<file path="src/rtl/mpy_32_16_vec.sv">
// mpy_32_16_vec: sequential vector form of the G.729 mpy_32_16 multiply.
// Each of LEN 32-bit elements read from scratch memory is multiplied by a
// 16-bit scalar and written back to a destination vector. Every element takes
// 4 cycles (RD, WAIT, CALC, WR). done pulses once after the last write.
// Optional build macro MPY_32_16_VEC_ACC_EN adds acc_out_o, a saturating
// running sum of all results in the current run.
module mpy_32_16_vec #(
  parameter int unsigned LEN    = 10,
  parameter int unsigned ADDR_W = 12,
  parameter int unsigned CNT_W  = 8
) (
  input  logic              clock_i,
  input  logic              reset_ni,
  input  logic              start_i,
  input  logic [15:0]       var2_i,
  input  logic [ADDR_W-1:0] src_addr_i,
  input  logic [ADDR_W-1:0] dst_addr_i,
  output logic [ADDR_W-1:0] mem_addr_o,
  input  logic [31:0]       mem_rd_data_i,
  output logic [31:0]       mem_wr_data_o,
  output logic              mem_wr_en_o,
  output logic              busy_o,
  output logic              done_o,
  output logic              overflow_o
`ifdef MPY_32_16_VEC_ACC_EN
  ,
  output logic [31:0]       acc_out_o
`endif
);

  typedef enum logic [2:0] {StIdle, StRd, StWait, StCalc, StWr, StDone} state_e;

  state_e            state_q;
  logic [CNT_W-1:0]  cnt_q;
  logic [15:0]       var2_q;
  logic [31:0]       var1_q;
  logic [ADDR_W-1:0] src_q, dst_q, mem_addr_q;
  logic [31:0]       mem_wr_data_q;
  logic              mem_wr_en_q, busy_q, done_q, ovf_q;

  logic signed [15:0] hi, lo, v2;
  logic signed [31:0] lm_prod, mu_prod, lm_res, mu_term;
  logic               lm_sat, mu_sat, calc_ovf;
  logic [32:0]        mac;
  logic [31:0]        calc_res;

  // 32-bit signed add with saturation; bit 32 of the return flags saturation.
  function automatic logic [32:0] sat_add(input logic [31:0] a, input logic [31:0] b);
    logic [32:0] s;
    s = {a[31], a} + {b[31], b};
    if (s[32] != s[31]) return {1'b1, (s[32] ? 32'h8000_0000 : 32'h7FFF_FFFF)};
    return {1'b0, s[31:0]};
  endfunction

  // L_mult(hi, var2) + 2 * mult(lo, var2), each step saturating.
  always_comb begin
    hi      = var1_q[31:16];
    lo      = var1_q[15:0];
    v2      = var2_q;
    lm_prod = 32'(hi) * 32'(v2);
    mu_prod = 32'(lo) * 32'(v2);
    lm_sat  = (hi == 16'sh8000) && (v2 == 16'sh8000);
    mu_sat  = (lo == 16'sh8000) && (v2 == 16'sh8000);
    lm_res  = lm_sat ? 32'sh7FFF_FFFF : (lm_prod <<< 1);
    // mult result is already sign-extended in 32 bits outside the saturating case.
    mu_term = mu_sat ? 32'sh0000_FFFE : ((mu_prod >>> 15) <<< 1);
    mac      = sat_add(lm_res, mu_term);
    calc_res = mac[31:0];
    calc_ovf = lm_sat | mu_sat | mac[32];
  end

`ifdef MPY_32_16_VEC_ACC_EN
  logic [31:0] acc_q;
  logic [32:0] acc_sum;

  // Running sum of the result being written this cycle.
  always_comb begin
    acc_sum = sat_add(acc_q, mem_wr_data_q);
  end

  assign acc_out_o = acc_q;
`endif

  // Element sequencer; all outputs registered, reset wins over everything.
  always_ff @(posedge clock_i) begin
    if (!reset_ni) begin
      state_q       <= StIdle;
      cnt_q         <= '0;
      var2_q        <= '0;
      var1_q        <= '0;
      src_q         <= '0;
      dst_q         <= '0;
      mem_addr_q    <= '0;
      mem_wr_data_q <= '0;
      mem_wr_en_q   <= 1'b0;
      busy_q        <= 1'b0;
      done_q        <= 1'b0;
      ovf_q         <= 1'b0;
`ifdef MPY_32_16_VEC_ACC_EN
      acc_q         <= '0;
`endif
    end else begin
      done_q      <= 1'b0;
      mem_wr_en_q <= 1'b0;
      unique case (state_q)
        StIdle: begin
          if (start_i) begin
            var2_q     <= var2_i;
            src_q      <= src_addr_i;
            dst_q      <= dst_addr_i;
            cnt_q      <= '0;
            ovf_q      <= 1'b0;
            busy_q     <= 1'b1;
            mem_addr_q <= src_addr_i;
`ifdef MPY_32_16_VEC_ACC_EN
            acc_q      <= '0;
`endif
            state_q    <= StRd;
          end
        end
        StRd: state_q <= StWait;
        StWait: begin
          var1_q  <= mem_rd_data_i;
          state_q <= StCalc;
        end
        StCalc: begin
          mem_wr_data_q <= calc_res;
          if (calc_ovf) ovf_q <= 1'b1;
          mem_addr_q    <= dst_q + ADDR_W'(cnt_q);
          mem_wr_en_q   <= 1'b1;
          state_q       <= StWr;
        end
        StWr: begin
`ifdef MPY_32_16_VEC_ACC_EN
          acc_q <= acc_sum[31:0];
          if (acc_sum[32]) ovf_q <= 1'b1;
`endif
          if (cnt_q == CNT_W'(LEN - 1)) begin
            state_q <= StDone;
          end else begin
            cnt_q      <= cnt_q + CNT_W'(1);
            mem_addr_q <= src_q + ADDR_W'(cnt_q + CNT_W'(1));
            state_q    <= StRd;
          end
        end
        StDone: begin
          done_q  <= 1'b1;
          busy_q  <= 1'b0;
          state_q <= StIdle;
        end
        default: state_q <= StIdle;
      endcase
    end
  end

  assign mem_addr_o    = mem_addr_q;
  assign mem_wr_data_o = mem_wr_data_q;
  assign mem_wr_en_o   = mem_wr_en_q;
  assign busy_o        = busy_q;
  assign done_o        = done_q;
  assign overflow_o    = ovf_q;

endmodule

</file>
<file path="config.mk">
export PLATFORM = sky130hd
export DESIGN_NAME = mpy_32_16_vec
export DESIGN_NICKNAME = d
export VERILOG_FILES = /design/src/rtl/mpy_32_16_vec.sv
export SDC_FILE = /design/constraint.sdc
export NUM_CORES = 2
export LEC_CHECK = 0
export BUFFER_PORTS_ARGS = -buffer_cell sky130_fd_sc_hd__buf_2
export CORE_MARGIN = 2
export CORE_UTILIZATION = 40
export DETAILED_ROUTE_END_ITERATION = 10
export PLACE_DENSITY_LB_ADDON = 0.15
export SETUP_SLACK_MARGIN = 0.2
export SYNTH_ARGS = -nofsm -noshare
export SYNTH_HDL_FRONTEND = slang
export SYNTH_SLANG_ARGS = --single-unit
</file>
<file path="constraint.sdc">
create_clock -name clock_i -period 10.55 [get_ports clock_i]
set_clock_uncertainty 0.15 [all_clocks]
set_input_delay 1.055 -clock clock_i [delete_from_list [all_inputs] [get_ports clock_i]]
set_output_delay 1.055 -clock clock_i [all_outputs]
set_load 0.005 [all_outputs]
</file>
## Word-level counts from Yosys, hierarchy flattened

Index checks and enable logic that the tools add are counted.

- Register bits after elaboration: 131
- Input bits: 75
- Output and inout port bits: 48
- Word-level logic and storage cells: 68

- $add $sub $neg: 5
- $mul: 2
- Equal/unequal tests: 13
- Multiplexer cells: 22
- Bitwise operators: 2
- Reduce and logical (&&, ||, !) cells: 12

Operator list:

| kind | count |
|---|---|
| two-way mux 32 bit | 3 |
| two-way mux 33 bit | 2 |
| == test 16 bit, second input constant | 3 |
| one-hot mux 12 bit (3 select lines) | 1 |
| adder 32 x 32 -> 33 bit | 1 |
| multiplier 16 x 16 -> 32 bit | 1 |
| multiplier 16 x 16 -> 31 bit | 1 |
| two-way mux 12 bit | 2 |
| two-way mux 8 bit | 2 |
| one-hot mux 8 bit (2 select lines) | 1 |
| one-hot mux 3 bit (5 select lines) | 1 |
| adder 12 x 8 -> 12 bit | 1 |
| adder 12 x 9 -> 12 bit | 1 |
| adder 8 x 1 -> 9 bit, second input constant | 1 |
| AND reduction 3 bit | 3 |
| adder 8 x 1 -> 8 bit, second input constant | 1 |
| == test 8 x 4 -> 1 bit, second input constant | 1 |
| == test 3 x 2 -> 1 bit, second input constant | 2 |
| == test 3 bit, second input constant | 2 |
| two-way mux 1 bit | 6 |
| two-way mux 3 bit | 2 |
| inequality test 2 bit, second input constant | 3 |
| nonzero test 2 bit | 3 |
| one-hot mux 1 bit (2 select lines) | 2 |
| other kinds (7) | 10 |

## Depth between registers and ports, before layout

- Word-level depth: 10
- Depth in mapped cells: 45
- Depth with buffers taken out: 42

## Worst setup path after synthesis

No wires, ideal clock.

- Path kind: flip-flop to flip-flop
- From: reg var1_q[15]
- To: reg mem_wr_data_q[19], in the netlist mem_wr_data_o[19]
- Arrival time: 9.513 ns
- Required time: 10.330 ns
- Setup slack: 0.817 ns
- Cell stages (with the launch flop): 38
- Buffers on the path: 4
- Period minus slack after synthesis: 9.733 ns
- Cell sequence: dfxtp_1 clkbuf_1 clkbuf_1 nand2_1 inv_1 fa_1 fa_1 fa_1 fa_1 fa_1 inv_1 fa_1 inv_1 ha_1 o211ai_1 a21boi_1 nand2_1 or3_1 [2 not listed] o21ai_0 o21ai_0 ha_1 nand2_1 o311ai_0 o31ai_1 a21oi_1 nand4_1 a21oi_1 o21ai_1 o221ai_1 o32ai_1 xor2_1 ha_1 clkbuf_1 clkbuf_1 o2111ai_1 a21oi_1

- Word-level cells in the longest chain between the ends: 7

RTL lines:

| what | line | RTL |
|---|---|---|
| start: declaration | 36 | `logic [31:0] var1_q;` |
| start signal: assignment | 123 | `var1_q <= mem_rd_data_i;` |
| branches (longest 2 deep; another with multiplier 16 x 16 -> 32 bit) | n/a |  |
| two-way mux 32 bit (*) | 66 | `mu_term = mu_sat ? 32'sh0000_FFFE : ((mu_prod >>> 15) <<< 1);` |
| adder 32 x 32 -> 33 bit (*) | 50 | `s = {a[31], a} + {b[31], b};` |
| two-way mux 32 bit / inequality test 1 bit (equally long branches) | 51 | `if (s[32] != s[31]) return {1'b1, (s[32] ? 32'h8000_0000 : 32'h7FFF_FFFF)};` |
| two-way mux 33 bit / two-way mux 1 bit (equally long branches) | 51 |  |
| two-way mux 33 bit (*) | 52 | `return {1'b0, s[31:0]};` |
| end signal: assignment | 127 | `mem_wr_data_q <= calc_res;` |
| end: declaration | 38 | `logic [31:0] mem_wr_data_q;` |

Mark *: on every way between the ends. The select of a mux whose other input is x is not followed.
A chain may end at the register's enable or synchronous reset.

## Worst setup path in the final report

- From: reg var2_q[1], in the netlist v2[1]
- To: reg mem_wr_data_q[30], in the netlist mem_wr_data_o[30]

- Word-level cells in the longest chain between the ends: 7

RTL lines:

| what | line | RTL |
|---|---|---|
| start: declaration | 35 | `logic [15:0] var2_q;` |
| start signal: assignment | 108 | `var2_q <= var2_i;` |
| branches (longest 3 deep; another with multiplier 16 x 16 -> 31 bit) | n/a |  |
| adder 32 x 32 -> 33 bit (*) | 50 |  |
| two-way mux 32 bit / inequality test 1 bit (equally long branches) | 51 |  |
| two-way mux 33 bit / two-way mux 1 bit (equally long branches) | 51 |  |
| two-way mux 33 bit (*) | 52 |  |

Marked as above.

==> impl_metrics.toml <==
[power_and_ir_drop]
leakage_nw = 14.0
p_seq_share_pct = 23.9
swShare_pct = 47.7
ir_worst_vdd_v = 0.000239
power.density_mw_per_mm2 = 86.9
clkPwrFrac_pct = 23.5
net-switching-power_w = 0.00120
comb_power_share_pct = 52.6
power.internal_w = 0.00132

[critical_path]
required_ns = 10.80
arrival_ns = 10.08
reg2reg_to = "mem_wr_data_o[30]$_SDFFE_PN0P_"
r2r-start = "v2[1]$_SDFFE_PN0P_"
r2r_slack_ns = 0.72
critPathKind = "reg -> reg"
reg2reg_depth = 40
cp_slowest_cell = "fa_1"
startpoint_type = "flip-flop"
critPathMostFrequentCell = "fa_1"
cp-end-kind = "flip-flop"
cpPeakStageDelay_ns = 0.53
cp_max_fo = 11

[synth]
synth_top_family_by_area = "adder cells"
async_flop_share_pct = 0
synth-xor-area-share_pct = 3.23
synth_fa_ha_area_share_pct = 48.6
synth_seq_cells = 131
synth_compound_area_share_pct = 9.85
netlist_instances = 3132
yosys.area_share.simple_pct = 17.4
synth_cell_type_count = 72
synth_edf_count = 0
synth_flop_cell = "dfxtp_1"
synth-warning-count = 0
synthMuxAreaShare_pct = 0.283
ys_seq_area_share_pct = 9.87
syn_avg_cell_area_um2 = 8.48
synth_nets = 3927
syn_area_mm2 = 0.0266

[drt]
drc = 0
drtPass1Iterations = 5
drtAntennaViolNets = 0
routedWlPerCell_um = 19.2
viasPerCell = 5.18
via_count = 21122
wl_um = 78500
first_iter_violations = 1335

[die]
die-area_mm2 = 0.0685
io_pins = 123
core_area_mm2 = 0.0657
die_h_um = 262
start_util_pct = 40.4
rows = 94
die_x_um = 262

[global_routing]
grtUsageMet1_pct = 34.1
met2_usage_pct = 38.6
first_global_vias = 22776
antenna_found_initial = 7
use_met3_pct = 4.60
grt.busiest_layer = "met2"
grt.overflow.total = 0
grt_pass1_wl_um = 128000
grt_max_degree = 67
grt_usage_pct = 24.3

[finish]
nNetsFinal = 3995
drive_gt1_share_pct = 9.46
final_area_mm2 = 0.0290
fillCellCount = 6523
syn_to_final_growth_pct = 9.26

[clocking]
cts.path.max_buffers = 2
cts_root_buffer = "clkbuf_16"
htree_levels = 4
clkTransAtPathRegs_ns = 0.07
cts.sinks = 131
cts_made_buffers = 17
cts_tree = "yes"
clock_latency_ns = 0.49

[hold_path]
holdPathStages = 2
min_from = "src_q[0]$_SDFFE_PN0P_"
min-delay-path-class = "reg -> reg"
hold_path_end = "src_q[0]$_SDFFE_PN0P_"

[timing]
setup_viol = 0
rsz0062_at_grt = "false"
worst_pin_slew_ns = 1.10
setup_tns_ns = 0
period_needed_ns = 9.83
period_share_pct = 93.2
finalMaxSlewViolations = 0
max_freq_mhz = 102
relSlewSlack_pct = 26.5
hold_viol_final = 0

[placed_design]
gp_congestion = 0.940
dp_hpwl_um = 62500
place_area_mm2 = 0.0283
port_buffers = 122

[job]
maxCapViolCount = 0

[outcome]
status = "complete, no violations"
==> power by group through the flow <==
stage,Sequential [W],Combinational (W),Clock (W)
finish,0.000603,0.00133,0.000591
global route,0.000609,0.00147,0.000619
CTS,0.000601,0.00130,0.000605
detailed placement,0.000611,0.00129,0
global placement,0.000609,0.00128,0
floorplan,0.000561,0.000889,0
==> repair_timing <==
item / in CTS / in global routing
setup endpoints to repair: 31 / 33
hold buffers: 0 / 0
resized for setup: 10 / 40
pin swaps: 0 / 6
setup buffers: 0 / 4
==> Yosys cell counts (7+ instances only) <==
master	count	share of area [%]
inv_1	595	8.4
fa_1	520	39
nand2_1	504	7.1
and2_1	217	5.1
ha_1	200	9.4
a21oi_1	182	3.4
clkbuf_1	154	2.2
dfxtp_1	131	9.9
nor2_1	100	1.4
o21ai_0	99	1.9
xnor2_1	69	2.3
nand2b_1	31	0.73
nor3_1	29	0.55
xor2_1	29	0.96
nor2b_1	20	0.47
nand3_1	19	0.36
a21o_1	18	0.51
nand4_1	16	0.38
o211ai_1	16	0.45
o21a_1	15	0.42
or3_1	14	0.33
a31oi_1	13	0.31
nor4_1	13	0.31
a211oi_1	11	0.31
o21bai_1	7	0.20
==> cell usage in the layout, fill, tap and decap left out, types with 5 or more instances in the layout <==
cell type,Yosys,layout
inv_1,595,594
fa_1,520,519
nand2_1,504,503
and2_1,217,217
ha_1,200,197
a21oi_1,182,181
buf_2,6,122
dfxtp_1,131,109
nor2_1,100,100
o21ai_0,99,95
buf_4,0,88
xnor2_1,69,69
nand2b_1,31,31
xor2_1,29,28
nor3_1,29,28
dfxtp_2,0,21
nor2b_1,20,20
a21o_1,18,18
nand3_1,19,18
clkbuf_16,0,17
nand4_1,16,16
o211ai_1,16,16
o21a_1,15,15
or3_1,14,14
nor4_1,13,13
a31oi_1,13,12
a211oi_1,11,11
o21ai_1,5,7
o21bai_1,7,7
o31ai_1,6,6
a22oi_1,6,6
nor4b_1,5,5
mux2i_1,5,5
a221oi_1,5,5
==> cells by family (layout without fill, tap and decap cells) <==
kind of cell,Yosys count,count (layout)
AND/OR/NAND/NOR,984,984
buffers and inverters,760,840
adder cells (fa/ha/maj),720,720
AO/OA/AOI/OAI,432,432
flip-flops,131,131
XOR/XNOR,98,98
multiplexers,7,7
other,0,2
==> flip-flops by register name, summed over array words and instances (netlist names) <==
signal and flops:
mem_wr_en_o 1, var1_q 32, state_q 3, busy_o 1, mem_addr_o 12, src_q 12, done_o 1, overflow_o 1
v2 16, dst_q 12, cnt_q 8, mem_wr_data_o 32
==> final cells by class <==
type                    count  area (µm²)  share of cell area (%)
well taps                 864        1080                    3.72
diodes                      2        5.00                  0.0172
inverters                 597        2240                    7.73
clock buffers              17         425                    1.47
repair buffers            212        1300                    4.49
multi-input cells        2241       21200                    73.1
flip-flops and latches    131        2650                    9.14
clock inverters            14         109                   0.375
==> worst max-delay path: cells and delay by family, from the launching register on <==
kind / cells / cell delay (ns)
flops: 1 / 0.41
compound gates: 19 / 3.60
xor+xnor: 1 / 0.16
buf+inv: 5 / 0.56
fa+ha+maj: 9 / 4.04
simple gates: 6 / 0.84
==> worst max path at each step <==
stage / to / from / slack [ns] / cells past startpoint
2_1_floorplan: mem_wr_data_o[19]$_SDFFE_PN0P_ / var1_q[15]$_SDFFE_PN0P_ / 0.82 / 37
3_3_place_gp: mem_wr_data_o[29]$_SDFFE_PN0P_ / var1_q[11]$_SDFFE_PN0P_ / 0.18 / 39
3_5_place_dp: mem_wr_data_o[16]$_SDFFE_PN0P_ / var1_q[11]$_SDFFE_PN0P_ / 0.04 / 39
4_1_cts: mem_wr_data_o[16]$_SDFFE_PN0P_ / v2[4]$_SDFFE_PN0P_ / 0.20 / 39
5_1_grt: mem_wr_data_o[30]$_SDFFE_PN0P_ / v2[1]$_SDFFE_PN0P_ / 0.16 / 40
6_report: mem_wr_data_o[30]$_SDFFE_PN0P_ / v2[1]$_SDFFE_PN0P_ / 0.72 / 40
==> per-stage QoR <==
stage | util, % | total power, W | instances | setup slack (ns) | hold WS, ns
finish | 44.1 | 0.00252 | 4078 | 0.716 | 0.313
floorplan | - | 0.00145 | 3132 | 0.817 | 0.286
global route | 44.1 | 0.00270 | 4077 | 0.157 | 0.338
detailed placement | 43.0 | 0.00190 | 4041 | 0.0392 | 0.300
global placement | 43.0 | 0.00189 | 4041 | 0.179 | 0.298
CTS | 43.9 | 0.00251 | 4072 | 0.203 | 0.310
==> metal layers <==
metal	wire length (µm)	vias up
met2	35700	632
met3	5090	99
met1	35900	10634
li1	-	9747
met5	69	-
met4	1800	10
No activity file was read; power rests on OpenSTA's default activity.
